[config.mk]
export PLATFORM = sky130hd
export DESIGN_NAME = mem_arbiter_rr_flat
export DESIGN_NICKNAME = d
export VERILOG_FILES = /design/src/rtl/mem_arbiter_rr_if.sv /design/src/rtl/mem_arbiter_rr.sv /design/src/flat_wrapper.sv
export SDC_FILE = /design/constraint.sdc
export NUM_CORES = 1
export LEC_CHECK = 0
export CORE_ASPECT_RATIO = 0.6
export CORE_UTILIZATION = 35
export CTS_CLUSTER_SIZE = 16
export DETAILED_ROUTE_END_ITERATION = 8
export GPL_ROUTABILITY_DRIVEN = 0
export PLACE_DENSITY_LB_ADDON = 0.08
export SYNTH_ARGS = -nofsm -noshare
export SYNTH_HDL_FRONTEND = slang
export SYNTH_SLANG_ARGS = --single-unit
[constraint.sdc]
create_clock -name clk -period 1.59 [get_ports clk]
set_input_delay 0.3975 -clock clk [delete_from_list [all_inputs] [get_ports clk]]
set_output_delay 0.3975 -clock clk [all_outputs]
set_load 0.05 [all_outputs]
[src/rtl/mem_arbiter_rr_if.sv]
// Bundle of the requester-side and memory-side handshake signals of mem_arbiter_rr.
// slave is the arbiter's view; master is the view of the requesters plus the memory.
interface mem_arbiter_rr_if #(
  parameter int unsigned NUM_CH = 2,
  parameter int unsigned ADDR_W = 32,
  parameter int unsigned DATA_W = 32
);
  localparam int unsigned BE_W = DATA_W / 8;
  localparam int unsigned ID_W = (NUM_CH > 1) ? $clog2(NUM_CH) : 1;

  logic [NUM_CH-1:0]        ch_read;
  logic [NUM_CH-1:0]        ch_write;
  logic [NUM_CH*ADDR_W-1:0] ch_address;
  logic [NUM_CH*DATA_W-1:0] ch_wdata;
  logic [NUM_CH*BE_W-1:0]   ch_byte_enable;
  logic [NUM_CH-1:0]        ch_resp;
  logic [DATA_W-1:0]        ch_rdata;
  logic                     mem_read;
  logic                     mem_write;
  logic [ADDR_W-1:0]        mem_address;
  logic [DATA_W-1:0]        mem_wdata;
  logic [BE_W-1:0]          mem_byte_enable;
  logic                     mem_resp;
  logic [DATA_W-1:0]        mem_rdata;
  logic                     busy;
  logic [ID_W-1:0]          grant_id;

  modport slave (
    input  ch_read, ch_write, ch_address, ch_wdata, ch_byte_enable, mem_resp, mem_rdata,
    output ch_resp, ch_rdata, mem_read, mem_write, mem_address, mem_wdata, mem_byte_enable,
           busy, grant_id
  );

  modport master (
    output ch_read, ch_write, ch_address, ch_wdata, ch_byte_enable, mem_resp, mem_rdata,
    input  ch_resp, ch_rdata, mem_read, mem_write, mem_address, mem_wdata, mem_byte_enable,
           busy, grant_id
  );
endinterface

[src/rtl/mem_arbiter_rr.sv]
// N-channel arbiter (round-robin or fixed priority) merging requester ports onto one memory
// port; the granted request is latched so requesters cannot disturb an in-flight access.
module mem_arbiter_rr #(
  parameter int unsigned NUM_CH   = 2,
  parameter int unsigned ADDR_W   = 32,
  parameter int unsigned DATA_W   = 32,
  parameter int unsigned ARB_MODE = 0
) (
  input logic            clk,
  input logic            rst_n,
  mem_arbiter_rr_if.slave bus
);
  localparam int unsigned BE_W = DATA_W / 8;
  localparam int unsigned ID_W = (NUM_CH > 1) ? $clog2(NUM_CH) : 1;

  typedef enum logic [1:0] {IDLE, BUSY, RESP} state_t;

  state_t            state;
  logic [ID_W-1:0]   rr_ptr;
  logic [ID_W-1:0]   win;
  logic [NUM_CH-1:0] req;
  logic [NUM_CH-1:0] resp_onehot;
  logic              any_req;
  logic              win_write;
  logic [ADDR_W-1:0] win_addr;
  logic [DATA_W-1:0] win_wdata;
  logic [BE_W-1:0]   win_be;

  always_comb begin
    int unsigned idx;
    logic        found;
    req     = bus.ch_read | bus.ch_write;
    any_req = |req;
    win     = '0;
    found   = 1'b0;
    idx     = 0;
    if (ARB_MODE == 0) begin
      // Search starts just after the last winner and wraps at NUM_CH, not at a power of two.
      for (int unsigned k = 1; k <= NUM_CH; k++) begin
        idx = 32'(rr_ptr) + k;
        if (idx >= NUM_CH) idx = idx - NUM_CH;
        if (!found && req[idx]) begin
          win   = ID_W'(idx);
          found = 1'b1;
        end
      end
    end else begin
      for (int unsigned i = 0; i < NUM_CH; i++) begin
        if (!found && req[i]) begin
          win   = ID_W'(i);
          found = 1'b1;
        end
      end
    end
    win_write = bus.ch_write[win];
    win_addr  = bus.ch_address[32'(win)*ADDR_W +: ADDR_W];
    win_wdata = bus.ch_wdata[32'(win)*DATA_W +: DATA_W];
    win_be    = bus.ch_byte_enable[32'(win)*BE_W +: BE_W];
    resp_onehot = '0;
    resp_onehot[bus.grant_id] = 1'b1;
  end

  always_ff @(posedge clk or negedge rst_n) begin
    if (!rst_n) begin
      state               <= IDLE;
      rr_ptr              <= ID_W'(NUM_CH - 1);
      bus.grant_id        <= '0;
      bus.busy            <= 1'b0;
      bus.mem_read        <= 1'b0;
      bus.mem_write       <= 1'b0;
      bus.mem_address     <= '0;
      bus.mem_wdata       <= '0;
      bus.mem_byte_enable <= '0;
      bus.ch_resp         <= '0;
      bus.ch_rdata        <= '0;
    end else begin
      case (state)
        IDLE: begin
          if (any_req) begin
            bus.mem_address     <= win_addr;
            bus.mem_wdata       <= win_wdata;
            bus.mem_read        <= ~win_write;
            bus.mem_write       <= win_write;
            bus.mem_byte_enable <= win_write ? win_be : '0;
            bus.grant_id        <= win;
            bus.busy            <= 1'b1;
            if (ARB_MODE == 0) rr_ptr <= win;
            state <= BUSY;
          end
        end
        BUSY: begin
          if (bus.mem_resp) begin
            bus.mem_read  <= 1'b0;
            bus.mem_write <= 1'b0;
            bus.ch_rdata  <= bus.mem_rdata;
            bus.ch_resp   <= resp_onehot;
            state         <= RESP;
          end
        end
        RESP: begin
          bus.ch_resp <= '0;
          bus.busy    <= 1'b0;
          state       <= IDLE;
        end
        default: state <= IDLE;
      endcase
    end
  end
endmodule
[src/flat_wrapper.sv]
// flat-port wrapper written by rule: the top's interface ports become plain ports
module mem_arbiter_rr_flat 
#(
  parameter int unsigned NUM_CH   = 2,
  parameter int unsigned ADDR_W   = 32,
  parameter int unsigned DATA_W   = 32,
  parameter int unsigned ARB_MODE = 0
)
  (clk, rst_n, bus_ch_read, bus_ch_write, bus_ch_address, bus_ch_wdata, bus_ch_byte_enable, bus_mem_resp, bus_mem_rdata, bus_ch_resp, bus_ch_rdata, bus_mem_read, bus_mem_write, bus_mem_address, bus_mem_wdata, bus_mem_byte_enable, bus_busy, bus_grant_id);
  mem_arbiter_rr_if #(.NUM_CH(NUM_CH), .ADDR_W(ADDR_W), .DATA_W(DATA_W)) bus_i ();
  input logic clk;
  input logic rst_n;
  input wire logic [$bits(bus_i.ch_read)-1:0] bus_ch_read;
  input wire logic [$bits(bus_i.ch_write)-1:0] bus_ch_write;
  input wire logic [$bits(bus_i.ch_address)-1:0] bus_ch_address;
  input wire logic [$bits(bus_i.ch_wdata)-1:0] bus_ch_wdata;
  input wire logic [$bits(bus_i.ch_byte_enable)-1:0] bus_ch_byte_enable;
  input wire logic [$bits(bus_i.mem_resp)-1:0] bus_mem_resp;
  input wire logic [$bits(bus_i.mem_rdata)-1:0] bus_mem_rdata;
  output wire logic [$bits(bus_i.ch_resp)-1:0] bus_ch_resp;
  output wire logic [$bits(bus_i.ch_rdata)-1:0] bus_ch_rdata;
  output wire logic [$bits(bus_i.mem_read)-1:0] bus_mem_read;
  output wire logic [$bits(bus_i.mem_write)-1:0] bus_mem_write;
  output wire logic [$bits(bus_i.mem_address)-1:0] bus_mem_address;
  output wire logic [$bits(bus_i.mem_wdata)-1:0] bus_mem_wdata;
  output wire logic [$bits(bus_i.mem_byte_enable)-1:0] bus_mem_byte_enable;
  output wire logic [$bits(bus_i.busy)-1:0] bus_busy;
  output wire logic [$bits(bus_i.grant_id)-1:0] bus_grant_id;
  assign bus_i.ch_read = bus_ch_read;
  assign bus_i.ch_write = bus_ch_write;
  assign bus_i.ch_address = bus_ch_address;
  assign bus_i.ch_wdata = bus_ch_wdata;
  assign bus_i.ch_byte_enable = bus_ch_byte_enable;
  assign bus_i.mem_resp = bus_mem_resp;
  assign bus_i.mem_rdata = bus_mem_rdata;
  assign bus_ch_resp = bus_i.ch_resp;
  assign bus_ch_rdata = bus_i.ch_rdata;
  assign bus_mem_read = bus_i.mem_read;
  assign bus_mem_write = bus_i.mem_write;
  assign bus_mem_address = bus_i.mem_address;
  assign bus_mem_wdata = bus_i.mem_wdata;
  assign bus_mem_byte_enable = bus_i.mem_byte_enable;
  assign bus_busy = bus_i.busy;
  assign bus_grant_id = bus_i.grant_id;
  mem_arbiter_rr #(.NUM_CH(NUM_CH), .ADDR_W(ADDR_W), .DATA_W(DATA_W), .ARB_MODE(ARB_MODE)) u_core (.clk(clk), .rst_n(rst_n), .bus(bus_i));
endmodule
==> impl_metrics.yaml, run 1 <==
outcome:
  status: "finished, violations left"
  violations: "design-rule violations"
finish:
  mostFrequentLayoutCells: "169 x clkdlybuf4s50_1, 117 x buf_12, 108 x dfrtp_1, 75 x nand2_1, 56 x mux2i_1"
  final_net_count: 890
  syn_to_final_growth_pct: 106.6
  n_fill_cell: 849
  fin_area_sq_mm: 0.009819
  drive_gt1_share_pct: 30.69
  layout_commonest_cell: "clkdlybuf4s50_1"
  ff_latch_area_sq_mm: 0.002729
  antenna_cells: 0
  multiInputGateArea_sq_mm: 0.001968
  final_cells: 890
yosys:
  yosysTopAreaCell: "dfrtp_1"
  ys_ff_latch: 109
  synth_cells: 403
  synth_simple_gate_area_share_pct: 6.767
  netlist.area_leader.share_pct: 56.87
  synth_mux_area_share_pct: 21.91
  synth_nets: 578
  synth_compound_area_share_pct: 9.584
  synthDistinctLibCells: 21
  ys_top_cells_by_area: "dfrtp_1 57%, mux2i_1 14%, o21ai_0 8.0%, mux2_2 7.6%, nand2_1 5.9%"
  seq_area_frac_synth_pct: 57.42
  synth_xor_area_share_pct: 0
  synth_area_sq_mm: 0.004752
  synth_top_family_by_area: "multiplexers"
  ys_warn_count: 0
  postSynthAreaPerCell_sq_um: 11.79
  yosys.area_share.adder_pct: 0
global_route:
  grt_use_total_pct: 23.12
  grt_max_degree: 49
  gr-total-overflow: 0
  grt_pass1_vias: 4541
  antenna_found_initial: 0
  grt_pass1_wl_mm: 24.62
critical_path:
  critical-path-max-stage-delay_ns: 0.39
  cp_num_buf_inv: 4
  reg2reg_depth: 7
  cpLargestDelayFamily: "buffers and inverters"
  critPathRequiredTime_ns: 1.81
  worst-path-max-fanout: 5
  cp_cell_sequence: "dlygate4sd2_1, o41ai_4, buf_4, buf_6, buf_6, nand2b_4, o21ai_1"
  slowest_stage: "o41ai_4"
  critical_path_depth: 7
  start_kind: "input port"
  crit_path_frequent_cell: "buf_6"
  r2r_setup_slack_ns: 0.04
  end_kind: "register"
  arrival_ns: 1.81
  critical_path_class: "in2reg"
route:
  drc: 16
  drtPass1Iterations: 9
  wirelength_mm: 16.91
  via_count: 4332
  wire_per_inst_um: 19.00
  final_antenna_net_count: 0
  via_per_inst: 4.867
  drt-initial-drc-count: 171
placement:
  post-dp-hpwl_mm: 11.14
  placed_cell_area_sq_mm: 0.008877
  io_buffers: 280
  place_inst: 846
sta:
  finalCriticalPeriod_ns: 1.584
  post-route-period-util_pct: 99.61
  clock.fmax_mhz: 631.4
  hold_violations: 0
  tightestPinTransition_ns: 0.5283
  setup_viol: 0
  maxSlewHeadroom_pct: 64.77
  drv_slew: 0
  finClkSkew_ns: 0.007277
die:
  die_y_um: 92.26
  core_area_sq_mm: 0.01305
  pin_count: 281
  start_util_pct: 36.41
  fp-row-count: 32
  die_area_sq_mm: 0.01406
  die_w_um: 152.4
clocking:
  cts_root_buf: "clkbuf_16"
  clk_pin_slew_ns: 0.07
  tritoncts: "built"
  clock_sinks: 109
  insertion_delay_ns: 0.34
  clock_path_buffers: 2
  h-tree-depth: 3
  cts_buffers: 9
power:
  leakage_nw: 4.334
  power_density_mw_per_mm2: 2434
  ir_worst_vdd_uv: 1205
hold_path:
  min_path_type: "in2async"
job:
  drv_cap: 0
-- layer usage --
metal	vias up	GRT usage (%)	wire, um
li1	2027	-	-
met1	2130	27.64	6831
met2	166	40.75	8483
met3	9	8.507	1477
met4	0	3.367	118
met5	-	0	0
-- metrics by stage --
stage	setup TNS, ns	hold slack, ns	util [%]	total power, mW	setup slack (ns)
3_5_place_dp	-40.09	0.2874	68.01	19.96	-0.5258
2_1_floorplan	0	0.1019	-	12.29	0.1677
5_1_grt	-0.4808	0.4938	75.23	24.88	-0.03703
6_report	0	0.4864	75.23	23.90	0.006228
4_1_cts	-0.2960	0.4704	73.11	23.43	-0.04701
3_3_place_gp	-36.37	0.2860	68.01	19.67	-0.4554
-- registers in the layout, indices dropped and copies added (netlist names) --
signal                      cells
u_core.bus.grant_id             1
u_core.bus.ch_resp              2
u_core.bus.mem_address         32
u_core.bus.mem_write            1
u_core.bus.ch_rdata            32
u_core.state                    2
u_core.bus.mem_wdata           32
u_core.rr_ptr                   1
u_core.bus.busy                 1
u_core.bus.mem_read             1
u_core.bus.mem_byte_enable      4
-- final cells by class --
class / count / share of cell area (%)
sequential: 109 / 27.79
timing repair buffer: 327 / 47.25
clock inverter: 3 / 0.2294
inverter: 2 / 0.07645
multi-input combinational: 266 / 20.04
tap: 170 / 2.166
clock buffer: 13 / 2.446
-- kinds of logic after synthesis --
group	Yosys count
flops	109
mux	100
compound gates	83
buf+inv	29
simple gates	82
-- cell usage after synthesis --
cell	count
o41ai_4	1
nor2_1	3
o21ai_0	76
nand3_1	2
dfstp_2	1
clkbuf_2	1
clkbuf_1	6
nand2_1	75
buf_6	8
nand3_2	1
mux2_2	32
mux2i_1	68
a21boi_0	1
buf_2	4
a21oi_1	1
nand2b_2	1
inv_1	2
buf_4	8
a2bb2oi_1	1
a22o_1	3
dfrtp_1	108
-- where the power goes --
part | total (mW) | leakage (nW) | internal, mW | switching (mW)
clock network | 2.03 | 0.116 | 1.07 | 0.967
registers | 5.65 | 1.32 | 4.17 | 1.48
logic | 16.2 | 2.90 | 8.17 | 8.05
total | 23.9 | 4.33 | 13.4 | 10.5
-- path summary, 6_finish.rpt --
| check | end | startpoint |
|---|---|---|
| setup / recovery | u_core.bus.mem_byte_enable[0] | bus_ch_write[1] |
| hold / removal | u_core.bus.ch_rdata[18] | rst_n |
| setup reg to reg | u_core.bus.mem_wdata[30] | u_core.state[1] |
| hold reg to reg | u_core.bus.mem_address[7] | u_core.bus.mem_address[7] |
| max in group asynchronous | u_core.rr_ptr | rst_n |
| min in group clk | u_core.bus.mem_address[7] | u_core.bus.mem_address[7] |
-- what timing repair did --
action | CTS | global route
resized for setup | 32 | 47
hold buffers | 1 | 0
pin swaps | 1 | 3
endpoints found under the setup margin | 74 | 73
setup buffers | 12 | 2
hold endpoints to repair | 14 | 0
gates cloned | 8 | 9
Power figures use the tool's default switching activity.
==> run 2, diff against run 1 <==
--- a/config.mk
+++ b/config.mk
@@ -5,11 +5,13 @@
 export SDC_FILE = /design/constraint.sdc
 export NUM_CORES = 1
 export LEC_CHECK = 0
+export CAP_MARGIN = 40
 export CORE_ASPECT_RATIO = 0.6
 export CORE_UTILIZATION = 35
 export CTS_CLUSTER_SIZE = 16
 export DETAILED_ROUTE_END_ITERATION = 8
 export GPL_ROUTABILITY_DRIVEN = 0
+export GPL_TIMING_DRIVEN = 1
 export PLACE_DENSITY_LB_ADDON = 0.08
 export SYNTH_ARGS = -nofsm -noshare
 export SYNTH_HDL_FRONTEND = slang
==> results of run 2 <==
Same layout as run 1: the final DEF is identical, and so are final timing and power.
==> run 3, diff against run 2 <==
--- a/config.mk
+++ b/config.mk
@@ -6,13 +6,13 @@
 export NUM_CORES = 1
 export LEC_CHECK = 0
 export CAP_MARGIN = 40
-export CORE_ASPECT_RATIO = 0.6
 export CORE_UTILIZATION = 35
 export CTS_CLUSTER_SIZE = 16
 export DETAILED_ROUTE_END_ITERATION = 8
 export GPL_ROUTABILITY_DRIVEN = 0
 export GPL_TIMING_DRIVEN = 1
 export PLACE_DENSITY_LB_ADDON = 0.08
+export SETUP_SLACK_MARGIN = 0.05
 export SYNTH_ARGS = -nofsm -noshare
 export SYNTH_HDL_FRONTEND = slang
 export SYNTH_SLANG_ARGS = --single-unit
==> constraint.sdc (replaced) <==
create_clock -name clk -period 1.8 [get_ports clk]
set_input_delay 0.45 -clock clk [delete_from_list [all_inputs] [get_ports clk]]
set_output_delay 0.45 -clock clk [all_outputs]
set_load 0.05 [all_outputs]
==> impl_metrics.yaml, run 3 (synthesis results as in run 1) <==
sta:
  finalCriticalPeriod_ns: 1.634
  setup_viol: 0
  hold_violations: 0
  tightestPinTransition_ns: 0.3883
  clock.fmax_mhz: 611.9
  rsz0062_at_grt: "no"
  drv_slew: 0
  finClkSkew_ns: 0.007555
  post-route-period-util_pct: 90.79
  maxSlewHeadroom_pct: 74.11
global_route:
  grt_pass1_wl_mm: 21.45
  antenna_found_initial: 0
  grt_max_degree: 60
  grt_use_total_pct: 19.83
  grt_pass1_vias: 4064
  gr-total-overflow: 0
route:
  wirelength_mm: 13.96
  via_per_inst: 4.578
  via_count: 3978
  drc: 0
  final_antenna_net_count: 0
  drt-initial-drc-count: 95
  wire_per_inst_um: 16.07
  drtPass1Iterations: 4
clocking:
  h-tree-depth: 3
  insertion_delay_ns: 0.35
  tritoncts: "built"
  clock_path_buffers: 2
  clk_pin_slew_ns: 0.07
  cts_root_buf: "clkbuf_16"
  cts_buffers: 9
  clock_sinks: 109
power:
  finalPower_mw: 16.03
  power_density_mw_per_mm2: 2021
  leakage_nw: 3.690
  ir_worst_vdd_uv: 1032
finish:
  fin_area_sq_mm: 0.007931
  n_fill_cell: 1163
  mostFrequentLayoutCells: "170 x clkdlybuf4s50_1, 117 x buf_4, 108 x dfrtp_1, 75 x nand2_1, 74 x o21ai_0"
  layout_commonest_cell: "clkdlybuf4s50_1"
  antenna_cells: 0
  drive_gt1_share_pct: 26.12
  reg_top3: "u_core.bus.ch_rdata (32), u_core.bus.mem_address (32), u_core.bus.mem_wdata (32)"
  syn_to_final_growth_pct: 66.90
  final_net_count: 863
  final_cells: 869
critical_path:
  worst-path-max-fanout: 33
  critPathRequiredTime_ns: 2.02
  cpLargestDelayFamily: "buffers and inverters"
  cp_num_buf_inv: 2
  cp_cell_sequence: "clkdlybuf4s50_1, o21ai_2, o21ai_4, buf_12, mux2i_1, o21ai_0"
  arrival_ns: 1.86
  slowest_stage: "clkdlybuf4s50_1"
  start_kind: "input port"
  end_kind: "register"
  critical_path_class: "in2reg"
  critical-path-max-stage-delay_ns: 0.56
placement:
  placed_cell_area_sq_mm: 0.007556
  place_inst: 850
  post-dp-hpwl_mm: 10.36
  io_buffers: 280
die:
  fp-row-count: 42
  core_area_sq_mm: 0.01324
  pin_count: 281
  die_w_um: 118.5
  start_util_pct: 35.88
  die_y_um: 118.5
  die_area_sq_mm: 0.01405
job:
  drv_cap: 0
outcome:
  status: "finished, final reports clean"
hold_path:
  min_path_type: "in2async"
[run 3: changes by cell type in the layout (fill, tap and decap cells not counted), sizes merged]
cell | previous run | this run
buf | 147 | 127
bufinv | 0 | 1
clkbuf | 20 | 11
clkdlybuf4s50 | 169 | 170
clkinv | 0 | 3
clkinvlp | 3 | 2
dlygate4sd2 | 3 | 0
dlygate4sd3 | 1 | 0
dlymetal6s2s | 0 | 3
o21ai | 77 | 76
[run 3: cell type report]
| type | count | area (sq um) | share of cell area [%] |
|---|---|---|---|
| Clock buffer | 10 | 229.0 | 2.887 |
| Clock inverter | 6 | 63.81 | 0.8045 |
| Inverter | 2 | 7.507 | 0.09465 |
| Multi-Input combinational cell | 265 | 1833 | 23.11 |
| Sequential cell | 109 | 2729 | 34.41 |
| Tap cell | 176 | 220.2 | 2.776 |
| Timing Repair Buffer | 301 | 2849 | 35.92 |
[run 3: routing by layer]
| metal | wire length [um] | vias to the layer above | part of all wire [%] | track usage [%] |
|---|---|---|---|---|
| met5 | 0 | - | 0 | 0 |
| met4 | 280 | 0 | 2.0 | 7.674 |
| met3 | 937 | 19 | 6.7 | 4.875 |
| met2 | 7021 | 150 | 50 | 34.43 |
| met1 | 5721 | 1851 | 41 | 23.52 |
| li1 | - | 1958 | - | - |
[run 3: worst paths after layout]
kind	startpoint	endpoint	slack, ns	cells past startpoint
min in group clk	u_core.bus.mem_wdata[23]	u_core.bus.mem_wdata[23]	0.48	2
hold / removal	rst_n	u_core.bus.mem_wdata[7]	0.02	1
setup reg to reg	u_core.rr_ptr	u_core.bus.mem_wdata[29]	0.26	5
setup / recovery	bus_ch_read[0]	u_core.bus.mem_wdata[29]	0.17	6
hold reg to reg	u_core.bus.mem_wdata[23]	u_core.bus.mem_wdata[23]	0.48	2
max in group asynchronous	rst_n	u_core.rr_ptr	1.22	2
[run 3: stage by stage]
stage | util, % | setup slack [ns] | hold slack, ns | TNS (ns)
2_1_floorplan | - | 0.3456 | 0.1544 | 0
6_report | 59.89 | 0.1658 | 0.01638 | 0
5_1_grt | 59.89 | 0.04906 | 0.04056 | 0
3_5_place_dp | 57.06 | -0.3330 | 0.3998 | -17.69
3_3_place_gp | 57.06 | -0.3188 | 0.4015 | -17.26
4_1_cts | 59.51 | 0.04159 | 0.02375 | 0
[run 3: report_power, final]
part | total, mW | leakage, nW | switching (mW) | internal, mW
Clock | 1.98 | 0.138 | 0.898 | 1.08
Sequential | 4.33 | 1.32 | 0.657 | 3.68
Combinational | 9.72 | 2.23 | 6.39 | 3.33
[run 3: repair_timing]
item | CTS | global route
gates resized for setup | 0 | 8
gates cloned | 1 | 1
setup buffers | 0 | 1
hold buffers | 0 | 0
hold endpoints to repair | 0 | 0
pin swaps | 0 | 2
setup endpoints to repair | 1 | 68
